--- src/rtl/game_ctrl_if.sv ---
// Signal bundle between the dino-game sequencer and its neighbours:
// inputs from the synchroniser/collision detector, outputs to scroll and renderer.
interface game_ctrl_if;
    logic        btn;
    logic        collision;
    logic        frame_tick;
    logic        game_rst;
    logic        halt;
    logic [7:0]  speed_change;
    logic [7:0]  move_amt;
    logic [15:0] score;
    logic [15:0] hi_score;
    logic [2:0]  level;
    logic [1:0]  state;

    modport master (
        output btn, collision, frame_tick,
        input  game_rst, halt, speed_change, move_amt, score, hi_score, level, state
    );

    modport slave (
        input  btn, collision, frame_tick,
        output game_rst, halt, speed_change, move_amt, score, hi_score, level, state
    );
endinterface

--- src/rtl/game_ctrl.sv ---
// Dino game sequencer: IDLE -> START (restart pulse) -> RUN (score/level) -> DEAD,
// driving scroll control and keeping BCD score / high score.
module game_ctrl #(
    parameter int RST_CYCLES   = 4,
    parameter int DEAD_HOLD    = 60,
    parameter int LEVEL_FRAMES = 600,
    parameter int MAX_LEVEL    = 7,
    parameter int BASE_MOVE    = 2,
    parameter int SPEED_STEP   = 8
) (
    input  logic        clk,
    input  logic        sys_rst,
    game_ctrl_if.slave  bus
);
    localparam int RW = $clog2(RST_CYCLES + 1);
    localparam int HW = $clog2(DEAD_HOLD + 1);
    localparam int LW = $clog2(LEVEL_FRAMES + 1);

    typedef enum logic [1:0] {
        S_IDLE  = 2'd0,
        S_START = 2'd1,
        S_RUN   = 2'd2,
        S_DEAD  = 2'd3
    } state_t;

    state_t          state_q;
    logic            btn_q;
    logic            game_rst_q;
    logic            halt_q;
    logic [7:0]      speed_change_q;
    logic [7:0]      move_amt_q;
    logic [15:0]     score_q;
    logic [15:0]     hi_score_q;
    logic [2:0]      level_q;
    logic [RW-1:0]   rst_cnt_q;
    logic [HW-1:0]   hold_cnt_q;
    logic [LW-1:0]   lvl_cnt_q;

    logic            press;
    logic            hold_done;
    logic            start_req;
    logic            lvl_wrap;
    logic [15:0]     score_d;
    logic [2:0]      level_d;
    logic [7:0]      move_amt_d;
    logic [7:0]      speed_change_d;

    // Saturating 4-digit BCD increment with per-digit carry.
    function automatic logic [15:0] bcd_inc(input logic [15:0] v);
        logic [15:0] r;
        logic        carry;
        r     = v;
        carry = 1'b1;
        if (v != 16'h9999) begin
            for (int i = 0; i < 4; i++) begin
                if (carry) begin
                    if (r[4*i +: 4] == 4'd9) begin
                        r[4*i +: 4] = 4'd0;
                    end else begin
                        r[4*i +: 4] = r[4*i +: 4] + 4'd1;
                        carry       = 1'b0;
                    end
                end
            end
        end
        return r;
    endfunction

    // NOTE: every always_comb output gets a value on every path, so no latch is inferred.
    always_comb begin
        press      = bus.btn & ~btn_q;
        hold_done  = (hold_cnt_q == HW'(DEAD_HOLD));
        start_req  = press & ((state_q == S_IDLE) | ((state_q == S_DEAD) & hold_done));
        lvl_wrap   = (lvl_cnt_q == LW'(LEVEL_FRAMES - 1));
        score_d    = bcd_inc(score_q);
        level_d    = (level_q == 3'(MAX_LEVEL)) ? level_q : level_q + 3'd1;
        // A new game forces level-0 difficulty for the whole START phase.
        move_amt_d     = 8'(BASE_MOVE) + (start_req ? 8'd0 : {5'd0, level_q});
        speed_change_d = (!start_req && (level_q == 3'(MAX_LEVEL))) ? 8'd0 : 8'(SPEED_STEP);
    end

    // NOTE: sequential state uses non-blocking assignments; reset is synchronous, inside the clocked block.
    always_ff @(posedge clk) begin
        if (sys_rst) begin
            state_q        <= S_IDLE;
            btn_q          <= 1'b0;
            game_rst_q     <= 1'b0;
            halt_q         <= 1'b1;
            speed_change_q <= 8'(SPEED_STEP);
            move_amt_q     <= 8'(BASE_MOVE);
            score_q        <= 16'h0000;
            hi_score_q     <= 16'h0000;
            level_q        <= 3'd0;
            rst_cnt_q      <= '0;
            hold_cnt_q     <= '0;
            lvl_cnt_q      <= '0;
        end else begin
            btn_q          <= bus.btn;
            move_amt_q     <= move_amt_d;
            speed_change_q <= speed_change_d;
            if (start_req) begin
                state_q    <= S_START;
                game_rst_q <= 1'b1;
                halt_q     <= 1'b1;
                score_q    <= 16'h0000;
                level_q    <= 3'd0;
                lvl_cnt_q  <= '0;
                rst_cnt_q  <= '0;
                hold_cnt_q <= '0;
            end else begin
                case (state_q)
                    S_IDLE: begin
                        halt_q <= 1'b1;
                    end
                    S_START: begin
                        if (rst_cnt_q == RW'(RST_CYCLES - 1)) begin
                            state_q    <= S_RUN;
                            game_rst_q <= 1'b0;
                            halt_q     <= 1'b0;
                        end else begin
                            rst_cnt_q <= rst_cnt_q + 1'b1;
                        end
                    end
                    S_RUN: begin
                        // Collision outranks a same-cycle frame_tick, which goes unscored.
                        if (bus.collision) begin
                            state_q    <= S_DEAD;
                            halt_q     <= 1'b1;
                            hold_cnt_q <= '0;
                            if (score_q > hi_score_q) hi_score_q <= score_q;
                        end else if (bus.frame_tick) begin
                            score_q <= score_d;
                            if (lvl_wrap) begin
                                lvl_cnt_q <= '0;
                                level_q   <= level_d;
                            end else begin
                                lvl_cnt_q <= lvl_cnt_q + 1'b1;
                            end
                        end
                    end
                    S_DEAD: begin
                        if (bus.frame_tick && !hold_done) hold_cnt_q <= hold_cnt_q + 1'b1;
                    end
                    default: begin
                        state_q <= S_IDLE;
                    end
                endcase
            end
        end
    end

    assign bus.game_rst     = game_rst_q;
    assign bus.halt         = halt_q;
    assign bus.speed_change = speed_change_q;
    assign bus.move_amt     = move_amt_q;
    assign bus.score        = score_q;
    assign bus.hi_score     = hi_score_q;
    assign bus.level        = level_q;
    assign bus.state        = state_q;
endmodule

--- src/flat_wrapper.sv ---
// flat-port wrapper written by rule: the top's interface ports become plain ports
module game_ctrl_flat 
#(
    parameter int RST_CYCLES   = 4,
    parameter int DEAD_HOLD    = 60,
    parameter int LEVEL_FRAMES = 600,
    parameter int MAX_LEVEL    = 7,
    parameter int BASE_MOVE    = 2,
    parameter int SPEED_STEP   = 8
)
  (clk, sys_rst, bus_btn, bus_collision, bus_frame_tick, bus_game_rst, bus_halt, bus_speed_change, bus_move_amt, bus_score, bus_hi_score, bus_level, bus_state);
  game_ctrl_if bus_i ();
  input  logic clk;
  input  logic sys_rst;
  input wire logic [$bits(bus_i.btn)-1:0] bus_btn;
  input wire logic [$bits(bus_i.collision)-1:0] bus_collision;
  input wire logic [$bits(bus_i.frame_tick)-1:0] bus_frame_tick;
  output wire logic [$bits(bus_i.game_rst)-1:0] bus_game_rst;
  output wire logic [$bits(bus_i.halt)-1:0] bus_halt;
  output wire logic [$bits(bus_i.speed_change)-1:0] bus_speed_change;
  output wire logic [$bits(bus_i.move_amt)-1:0] bus_move_amt;
  output wire logic [$bits(bus_i.score)-1:0] bus_score;
  output wire logic [$bits(bus_i.hi_score)-1:0] bus_hi_score;
  output wire logic [$bits(bus_i.level)-1:0] bus_level;
  output wire logic [$bits(bus_i.state)-1:0] bus_state;
  assign bus_i.btn = bus_btn;
  assign bus_i.collision = bus_collision;
  assign bus_i.frame_tick = bus_frame_tick;
  assign bus_game_rst = bus_i.game_rst;
  assign bus_halt = bus_i.halt;
  assign bus_speed_change = bus_i.speed_change;
  assign bus_move_amt = bus_i.move_amt;
  assign bus_score = bus_i.score;
  assign bus_hi_score = bus_i.hi_score;
  assign bus_level = bus_i.level;
  assign bus_state = bus_i.state;
  game_ctrl #(.RST_CYCLES(RST_CYCLES), .DEAD_HOLD(DEAD_HOLD), .LEVEL_FRAMES(LEVEL_FRAMES), .MAX_LEVEL(MAX_LEVEL), .BASE_MOVE(BASE_MOVE), .SPEED_STEP(SPEED_STEP)) u_core (.clk(clk), .sys_rst(sys_rst), .bus(bus_i));
endmodule
--- config.mk ---
export PLATFORM = sky130hd
export DESIGN_NAME = game_ctrl_flat
export DESIGN_NICKNAME = d
export VERILOG_FILES = /design/src/rtl/game_ctrl_if.sv /design/src/rtl/game_ctrl.sv /design/src/flat_wrapper.sv
export SDC_FILE = /design/constraint.sdc
export NUM_CORES = 1
export LEC_CHECK = 0
export CAP_MARGIN = 20
export CORE_ASPECT_RATIO = 0.8
export CORE_UTILIZATION = 30
export DETAILED_ROUTE_END_ITERATION = 10
export SYNTH_ARGS = -nofsm -noshare
export SYNTH_HDL_FRONTEND = slang
export SYNTH_SLANG_ARGS = --single-unit
--- constraint.sdc ---
create_clock -name clk -period 5.6 [get_ports clk]
set_input_delay 1.68 -clock clk [delete_from_list [all_inputs] [get_ports clk]]
set_output_delay 1.68 -clock clk [all_outputs]
set_load 0.005 [all_outputs]
==> impl_results.md, run 1 <==
* Synthesis-to-layout area growth at 26.04%
* Crit path time final at 3633 ps
* Start-to-end type of the worst setup path: primary input to flip-flop
* Global placer's final weighted congestion at 0.7861
* Total congestion overflow after global routing at 0
* Area taken by flip-flops and latches at 1281 sq um
* Core Box Area at 11060 sq um
* Clock transition at the registers of the reported paths at 50 ps
* Number of global-route vias before repair at 2651
* Longest Clk Path Bufs at 2
* Crit path arrival time at 3880 ps
* Post-synth EDFFs at 0
* Number of I/O port buffers at 48
* Required time worst endpoint at 5840 ps
* Count of distinct cell types in the synthesized netlist at 51
* Setup skew after layout at 3.707 ps
* Post_cts resized at 0
* Hold-fix buffer count after cts at 0
* Final setup vio count at 0
* Source-to-sink clock delay at the later pin of the worst-skew pair at 320 ps
* Average routed wire per standard cell at 12.87 um
* Count of pins over their slew limit at 0
* Vias per std cell at 4.697
* Gate Count Post-Synth at 392
* Global router's overall resource usage at 0.1359
* Rows at 34
* Die span in y at 98.19 um
* Max-Slew Margin vs Limit at 0.3220
* Die area at 12000 sq um
* Number of antenna violations at the first check in global routing at 0
* Setup TNS at 0 ps
* Maximum number of pins on one net before global-route repair at 40
* Net total in the final layout at 473
* Design internal power at 0.0008830 W
* Power Density at 260.8 nW/um^2
* Setup repair after global routing missed its margin: false
* Switching power total at 0.0002573 W
* Post-place setup slack at 1417 ps
* Top_reg_cell synth: sky130_fd_sc_hd__dfxtp_1
* Switching share of power at 0.2257
* CTS tree: yes
* Fraction of synthesis flops using an asynchronous set or reset pin at 0
* Clock net sink count at 64
* Vias at 2762
* Root Driver: sky130_fd_sc_hd__clkbuf_16
* PnR Total Power at 0.001140 W
* Most frequent standard cell in the layout excluding fill and tap cells: sky130_fd_sc_hd__dfxtp_1
* Top achievable clock speed at 0.2753 GHz
* Share of post-route cells with drive strength above 1 at 0.05405
* Post-synthesis sequential element count at 64
* Most used cells in the layout excluding fill and tap cells: 64 x sky130_fd_sc_hd__dfxtp_1, 48 x sky130_fd_sc_hd__clkdlybuf4s50_1, 35 x sky130_fd_sc_hd__nor2_1
* Fraction of synthesized cell area taken by the top area cell type at 0.3693
* Outcome: finished, final reports clean
* Critical Path Sink Type: flip-flop
* Drt initial violations at 148
* Total iterations of the first detailed-routing run at 4
* Synth Area per Inst at 8.851 sq um
* Portion of total power attributed to sequential cells at 0.415
* Highest ir drop seen on vdd at 0.1995 mV
* Wire length of the first global-routing pass at 12.81 mm
* Ranking of synthesized cells by area: sky130_fd_sc_hd__dfxtp_1 37%, sky130_fd_sc_hd__ha_1 10%, sky130_fd_sc_hd__nand2b_1 6.1%, sky130_fd_sc_hd__mux2i_1 6.1%, sky130_fd_sc_hd__nor2_1 3.8%
* Type of the tightest min-delay check: flip-flop to flip-flop
* Seq/Total Area, Yosys at 0.3693
* Detailed Place HPWL at 5.561 mm
* Final setup slack of the worst path at 1967 ps
* Final antenna diode count at 0
* Period Utilization, post-route at 0.6487
* Num CTS Buffers at 9
* Clock power share at 0.499
* Kind of launch point of the worst setup path: primary input
* Multi-input gate area in the final layout at 2003 sq um
* Worst Max-Slew Pin Slew at 1017 ps
* Chip Width at 122.2 um
* Remaining routing DRC violations at 0
* Cell taking the most area after synthesis: sky130_fd_sc_hd__dfxtp_1
* Filler instances at 1102
* Worst slack on hold paths at 447.5 ps
* H-tree Lvls at 3
* IO Count at 60
* Hold violation total from the final report at 0
* Routed WL at 7.566 mm
* P_leak at 1.581 nW
* Cell area after synthesis at 3470 sq um
* Post-CTS Setup Bufs at 0
* Count of synthesis-stage warnings from yosys at 0
* Fraction of power consumed by combinational cells at 0.086
* Number of nets with antenna violations after detailed routing at 0
* Max-cap violations at 0
* Critical path peak fanout at 8
* Initial standard-cell utilization of the core at 0.3137
## final timing paths
path / depth (start not counted) / endpoint / slack, ps / start
worst max register to register: 7 / u_core.bus.hi_score[2] / 2950 / u_core.bus.score[0]
worst min-delay path: 1 / u_core.bus.move_amt[1] / 450 / u_core.bus.level[1]
worst max-delay path: 6 / u_core.bus.score[13] / 1970 / bus_collision
worst min register to register: 1 / u_core.bus.move_amt[1] / 450 / u_core.bus.level[1]
## cell usage after synthesis (3+ instances only)
cell,instances
sky130_fd_sc_hd__inv_1,25
sky130_fd_sc_hd__nand2b_1,34
sky130_fd_sc_hd__and2_1,6
sky130_fd_sc_hd__nor3_1,3
sky130_fd_sc_hd__or3_1,3
sky130_fd_sc_hd__buf_4,12
sky130_fd_sc_hd__o21ai_0,6
sky130_fd_sc_hd__xor2_1,10
sky130_fd_sc_hd__o211ai_1,3
sky130_fd_sc_hd__mux2i_1,21
sky130_fd_sc_hd__a21oi_1,21
sky130_fd_sc_hd__a211oi_1,3
sky130_fd_sc_hd__nand3_1,8
sky130_fd_sc_hd__clkbuf_1,9
sky130_fd_sc_hd__xnor2_1,14
sky130_fd_sc_hd__ha_1,28
sky130_fd_sc_hd__nand4_1,12
sky130_fd_sc_hd__nor2b_1,12
sky130_fd_sc_hd__and3_1,3
sky130_fd_sc_hd__nand2_1,26
sky130_fd_sc_hd__dfxtp_1,64
sky130_fd_sc_hd__nor2_1,35
## power groups by stage
stage          registers [W]  clock network, W  logic [W]
2_1_floorplan       0.000481                 0  0.0000705
3_3_place_gp        0.000482                 0  0.0000926
3_5_place_dp        0.000483                 0  0.0000959
4_1_cts             0.000473          0.000584  0.0000969
5_1_grt             0.000474          0.000608   0.000111
6_report            0.000473          0.000569  0.0000980
## layer usage
| layer | global-route usage | up-vias | share of wire |
|---|---|---|---|
| met2 | 0.2061 | 59 | 0.44 |
| met1 | 0.1797 | 1286 | 0.49 |
| li1 | - | 1406 | - |
| met4 | 0.05253 | 0 | 0.015 |
| met3 | 0.04030 | 11 | 0.047 |
| met5 | 0 | - | 0 |
## area by class of cell
type / instances / area share
Inverter: 25 / 0.02146
Clock buffer: 12 / 0.06094
Tap cell: 144 / 0.04120
Clock inverter: 3 / 0.009156
Timing Repair Buffer: 49 / 0.1162
Sequential cell: 64 / 0.2930
Multi-Input combinational cell: 291 / 0.4581
## kinds of logic after synthesis
family / Yosys count / share of synthesized area
buf+inv: 47 / 0.06419
other cells: 1 / 0.001081
mux: 22 / 0.06383
flops: 64 / 0.3693
compound gates: 46 / 0.08295
simple gates: 160 / 0.2571
fa+ha+maj: 28 / 0.1010
xor+xnor: 24 / 0.06058
## flip-flops by register name, indices dropped and copies added (netlist names)
name	count
u_core.bus.hi_score	16
u_core.bus.score	16
u_core.lvl_cnt_q	10
u_core.hold_cnt_q	6
u_core.bus.move_amt	4
u_core.bus.level	3
u_core.rst_cnt_q	3
u_core.bus.state	2
u_core.btn_q	1
u_core.bus.game_rst	1
u_core.bus.halt	1
u_core.bus.speed_change	1
## worst max-delay path: stages
cell and delay, ps:
sky130_fd_sc_hd__clkdlybuf4s50_1 490, sky130_fd_sc_hd__nand3b_1 420, sky130_fd_sc_hd__nor4b_4 640, sky130_fd_sc_hd__nand3_2 160
sky130_fd_sc_hd__or3_1 350, sky130_fd_sc_hd__a21oi_2 120
## per-stage QoR
stage | cells | util | cell area (sq um)
6_report | 588 | 0.3954 | 4373
3_3_place_gp | 572 | 0.3652 | 4039
3_5_place_dp | 572 | 0.3652 | 4039
2_1_floorplan | 402 | - | 3507
4_1_cts | 587 | 0.3929 | 4345
5_1_grt | 588 | 0.3954 | 4373
No activity file was read; power rests on OpenSTA's default activity.
==> run 2, diff against run 1 <==
clock period = 3.8 ns   (was 5.6 ns; I/O delays follow)
==> run 2 against run 1 <==
Net effect: clock power rose by 37%; power rose by 42%; flip-flop and latch count did not move; register-to-register slack got worse by 1500 ps; critical path type unchanged; critical endpoint unchanged; largest power group unchanged.
==> impl_results.md, run 2 (synthesis results as in run 1) <==
* Outcome: finished, final reports clean
* Vias at 2776
* Crit path arrival time at 3260 ps
* Crit path time final at 3004 ps
* Max-Slew Margin vs Limit at 0.5141
* Period Utilization, post-route at 0.7906
* Post-route cell area at 4354 sq um
* Drt initial violations at 137
* Count of pins over their slew limit at 0
* Maximum number of pins on one net before global-route repair at 33
* Critical path peak fanout at 8
* Detailed Place HPWL at 5.568 mm
* Num CTS Buffers at 9
* Worst Hold Depth at 1
* Worst R2R Setup Slack at 1430 ps
* Chip Width at 122.2 um
* Share of post-route cells with drive strength above 1 at 0.06027
* Kind of launch point of the worst setup path: primary input
* Crit path largest cell delay at 600 ps
* Longest Clk Path Bufs at 2
* Worst reg2reg path endpoint: u_core.bus.score[13]
* Hold-fix buffer count after cts at 0
* Root Driver: sky130_fd_sc_hd__clkbuf_16
* Power Density at 372.8 nW/um^2
* Hold violation total from the final report at 0
* Number of cell instances on the worst register-to-register path at 7
* Net total in the final layout at 476
* Core Box Area at 11060 sq um
* Final setup vio count at 0
* Type of the tightest min-delay check: flip-flop to flip-flop
* Global placer's final weighted congestion at 0.8225
* Top achievable clock speed at 0.3329 GHz
* Total iterations of the first detailed-routing run at 4
* Number of nets with antenna violations after detailed routing at 0
* Setup TNS at 0 ps
* Clock net sink count at 64
* Total congestion overflow after global routing at 0
* Die area at 12000 sq um
* IO Count at 60
* Setup repair after global routing missed its margin: false
* Routed WL at 7.633 mm
* Clock transition at the registers of the reported paths at 50 ps
* Required time worst endpoint at 4060 ps
* Final antenna diode count at 0
* Most frequent standard cell in the layout excluding fill and tap cells: sky130_fd_sc_hd__dfxtp_1
* Number of global-route vias before repair at 2606
* Final setup slack of the worst path at 795.8 ps
* Most used cells in the layout excluding fill and tap cells: 64 x sky130_fd_sc_hd__dfxtp_1, 48 x sky130_fd_sc_hd__clkdlybuf4s50_1, 35 x sky130_fd_sc_hd__nor2_1
* Worst Max-Slew Pin Slew at 719.0 ps
* Cell with the biggest individual delay on the critical path: sky130_fd_sc_hd__nor4b_4
* Filler instances at 1140
* Placed Instances at 576
* Wire length of the first global-routing pass at 12.78 mm
* Highest ir drop seen on vdd at 0.2303 mV
* Number of I/O port buffers at 48
* Source-to-sink clock delay at the later pin of the worst-skew pair at 320 ps
* Post-CTS Setup Bufs at 0
* P_leak at 1.579 nW
* Max-cap violations at 0
* Crit Reg-Reg Startpoint: u_core.bus.state[0]
* Post-place setup slack at 464.3 ps
* Count of placed standard cells in the final layout, fillers left out at 592
* List of cells traversed by the critical path: clkdlybuf4s50_1, nand3b_1, nor4b_4, nand3_2, or3_1, a21oi_2
* Vias per std cell at 4.689
* Post_cts resized at 0
* Total placed instance area at 4069 sq um
* Average routed wire per standard cell at 12.89 um
* CTS tree: yes
* H-tree Lvls at 3
* Setup skew after layout at 5.713 ps
* Die span in y at 98.19 um
* Start-to-end type of the worst setup path: primary input to flip-flop
* Global router's overall resource usage at 0.1368
* PnR Total Power at 0.001623 W
* Initial standard-cell utilization of the core at 0.3137
* Sink of the worst hold path: u_core.bus.move_amt[1]
* Launch point of the worst hold path: u_core.bus.level[1]
* Rows at 34
* Remaining routing DRC violations at 0
* Critical Path Sink Type: flip-flop
* Synthesis-to-layout area growth at 25.50%
* Number of antenna violations at the first check in global routing at 0
==> run 2: metrics by stage <==
step / hold WS, ps / utilization
CTS: 454.0 / 0.3937
global placement: 427.0 / 0.3679
global route: 463.9 / 0.3937
finish: 439.4 / 0.3937
detailed placement: 440.3 / 0.3679
floorplan: 408.8 / -
==> run 2: worst max path at each step <==
stage                              from                   end  slack (ps)  cells after the start
after floorplan           bus_collision  u_core.bus.score[13]        1290                      5
after global placement    bus_collision  u_core.bus.score[13]         560                      6
after detailed placement  bus_collision  u_core.bus.score[13]         460                      6
after CTS                 bus_collision  u_core.bus.score[13]         800                      6
after global routing      bus_collision  u_core.bus.score[13]         650                      6
final                     bus_collision  u_core.bus.score[13]         800                      6
==> run 2: worst max-delay path: cells and delay by family <==
kind | cells | cell delay [ps]
simple gates | 4 | 1510
buf+inv | 1 | 480
compound gates | 1 | 120
==> run 2: where the power goes <==
part	switching, W	internal (W)
Sequential	0.0000119	0.000685
Clock	0.000290	0.000491
Combinational	0.0000831	0.0000624
==> run 2: routing by layer <==
| metal | global-route usage | vias to the layer above | routed length [um] |
|---|---|---|---|
| met5 | 0 | - | 0 |
| met4 | 0.05347 | 0 | 136 |
| met3 | 0.03855 | 11 | 342 |
| met2 | 0.1884 | 61 | 3147 |
| met1 | 0.1979 | 1297 | 4007 |
| li1 | - | 1407 | - |
==> run 2: layout make-up <==
class	instances	area (sq um)	area share
Multi-Input combinational cell	291	2003	0.4601
Sequential cell	64	1281	0.2943
Timing Repair Buffer	52	510.5	0.1172
Clock buffer	13	270.3	0.06207
Tap cell	144	180.2	0.04138
Inverter	25	93.84	0.02155
Clock inverter	3	15.01	0.003448
==> run 3, diff against run 2 <==
clock period = 2.4 ns   (was 3.8 ns; I/O delays follow)
==> run 3 against run 2 <==
Net effect: clock skew fell by 1.9 ps; worst hold slack better by 17 ps; sequential share of layout area down 1.5 points; non-clock buffer count grew 19; largest cell class unchanged.
==> impl_results.md, run 3 (synthesis results as in run 1) <==
* Average routed wire per standard cell at 12.58 um
* Maximum number of pins on one net before global-route repair at 35
* Initial standard-cell utilization of the core at 0.3137
* Routed WL at 7.689 mm
* Remaining routing DRC violations at 0
* Start-to-end type of the worst setup path: primary input to flip-flop
* CTS tree: yes
* Period Utilization, post-route at 0.9089
* Global router's overall resource usage at 0.1390
* Clock transition at the registers of the reported paths at 50 ps
* Hold-fix buffer count after cts at 0
* Number of global-route vias before repair at 2665
* Required time worst endpoint at 2670 ps
* P_leak at 1.712 nW
* Core Box Area at 11060 sq um
* Number of antenna violations at the first check in global routing at 0
* List of cells traversed by the critical path: clkdlybuf4s50_1, nand3b_1, nor4b_4, buf_4, nand3_2, or3_1, a21oi_2
* Highest ir drop seen on vdd at 0.4235 mV
* Clock net sink count at 64
* Most frequent standard cell in the layout excluding fill and tap cells: sky130_fd_sc_hd__dfxtp_1
* Crit path time final at 2181 ps
* Vias at 2845
* Chip Width at 122.2 um
* Total congestion overflow after global routing at 0
* Outcome: finished, final reports clean
* Critical path peak fanout at 7
* Rows at 34
* Number of nets with antenna violations after detailed routing at 0
* Final antenna diode count at 0
* Global placer's final weighted congestion at 0.8336
* Number of I/O port buffers at 48
* Post-CTS Setup Bufs at 0
* Count of pins over their slew limit at 0
* Worst Max-Slew Pin Slew at 601.1 ps
* Top achievable clock speed at 0.4584 GHz
* Share of post-route cells with drive strength above 1 at 0.1006
* Crit path largest cell delay at 420 ps
* Kind of launch point of the worst setup path: primary input
* Post-route cell area at 4592 sq um
* Net total in the final layout at 495
* Worst slack on hold paths at 456.1 ps
* Filler instances at 1123
* Setup skew after layout at 3.802 ps
* Cell with the biggest individual delay on the critical path: sky130_fd_sc_hd__clkdlybuf4s50_1
* Post_cts resized at 0
* PnR Total Power at 0.002911 W
* Synthesis-to-layout area growth at 32.35%
* Setup repair after global routing missed its margin: false
* IO Count at 60
* Longest Clk Path Bufs at 2
* Max-Slew Margin vs Limit at 0.5966
* Source-to-sink clock delay at the later pin of the worst-skew pair at 330 ps
* Num CTS Buffers at 9
* Die span in y at 98.19 um
* Max-cap violations at 0
* Critical Path Sink Type: flip-flop
* Detailed Place HPWL at 5.664 mm
* Vias per std cell at 4.656
* Most used cells in the layout excluding fill and tap cells: 64 x sky130_fd_sc_hd__dfxtp_1, 48 x sky130_fd_sc_hd__clkdlybuf4s50_1, 35 x sky130_fd_sc_hd__nor2_1
* Power Density at 634.0 nW/um^2
* Die area at 12000 sq um
* Type of the tightest min-delay check: flip-flop to flip-flop
* H-tree Lvls at 3
* Final setup vio count at 0
* Wire length of the first global-routing pass at 12.90 mm
* Crit path arrival time at 2450 ps
* Total placed instance area at 4237 sq um
* Total iterations of the first detailed-routing run at 4
* Hold violation total from the final report at 0
* Root Driver: sky130_fd_sc_hd__clkbuf_16
* Drt initial violations at 127
[run 3: cell count changes in the layout (fill, tap and decap cells not counted)]
cell / delta
sky130_fd_sc_hd__buf_12: +2
sky130_fd_sc_hd__buf_4: +17
sky130_fd_sc_hd__bufinv_16: +3
sky130_fd_sc_hd__clkbuf_1: -1
sky130_fd_sc_hd__clkbuf_8: -1
sky130_fd_sc_hd__clkinv_2: -2
sky130_fd_sc_hd__clkinvlp_4: +1
[run 3: cell type report]
| type | instances | area (sq um) | share of cell area |
|---|---|---|---|
| well taps | 144 | 180.2 | 0.03924 |
| multi-input cells | 291 | 2003 | 0.4362 |
| clock buffers | 11 | 252.7 | 0.05504 |
| inverters | 25 | 93.84 | 0.02044 |
| flip-flops and latches | 64 | 1281 | 0.2790 |
| clock inverters | 5 | 102.6 | 0.02234 |
| repair buffers | 71 | 678.2 | 0.1477 |
[run 3: path summary, 6_finish.rpt]
path / depth (start not counted) / slack [ps] / end / start
worst max register to register: 8 / 310 / u_core.bus.score[13] / u_core.bus.state[0]
worst min-delay path: 1 / 460 / u_core.bus.move_amt[1] / u_core.bus.level[1]
worst min register to register: 1 / 460 / u_core.bus.move_amt[1] / u_core.bus.level[1]
worst max-delay path: 7 / 220 / u_core.bus.score[13] / bus_collision
[run 3: per-stage QoR]
step | util | setup TNS, ps | setup slack, ps | instances
floorplan | - | 0 | 314.5 | 402
global placement | 0.3830 | -194.6 | -100.5 | 595
detailed placement | 0.3830 | -339.7 | -121.7 | 595
CTS | 0.4152 | 0 | 200.2 | 611
global route | 0.4152 | 0 | 129.5 | 611
finish | 0.4152 | 0 | 218.6 | 611
[run 3: layer usage]
metal | vias up | routed length (um) | track usage
met1 | 1327 | 3972 | 0.1947
li1 | 1451 | - | -
met4 | 0 | 123 | 0.05629
met2 | 57 | 3210 | 0.1945
met3 | 10 | 382 | 0.04381
met5 | - | 0 | 0
[run 3: worst max-delay path: cells and delay by family]
family	cells	cell delay (ps)
AND/OR/NAND/NOR	4	990
buffers and inverters	2	610
AO/OA/AOI/OAI	1	130
[run 3: report_power, final]
part / leakage, nW / switching (W) / internal (W)
Sequential: 0.517 / 0.0000186 / 0.00108
Clock: 0.172 / 0.000488 / 0.00107
Combinational: 1.02 / 0.000135 / 0.000117
Total: 1.71 / 0.000642 / 0.00227
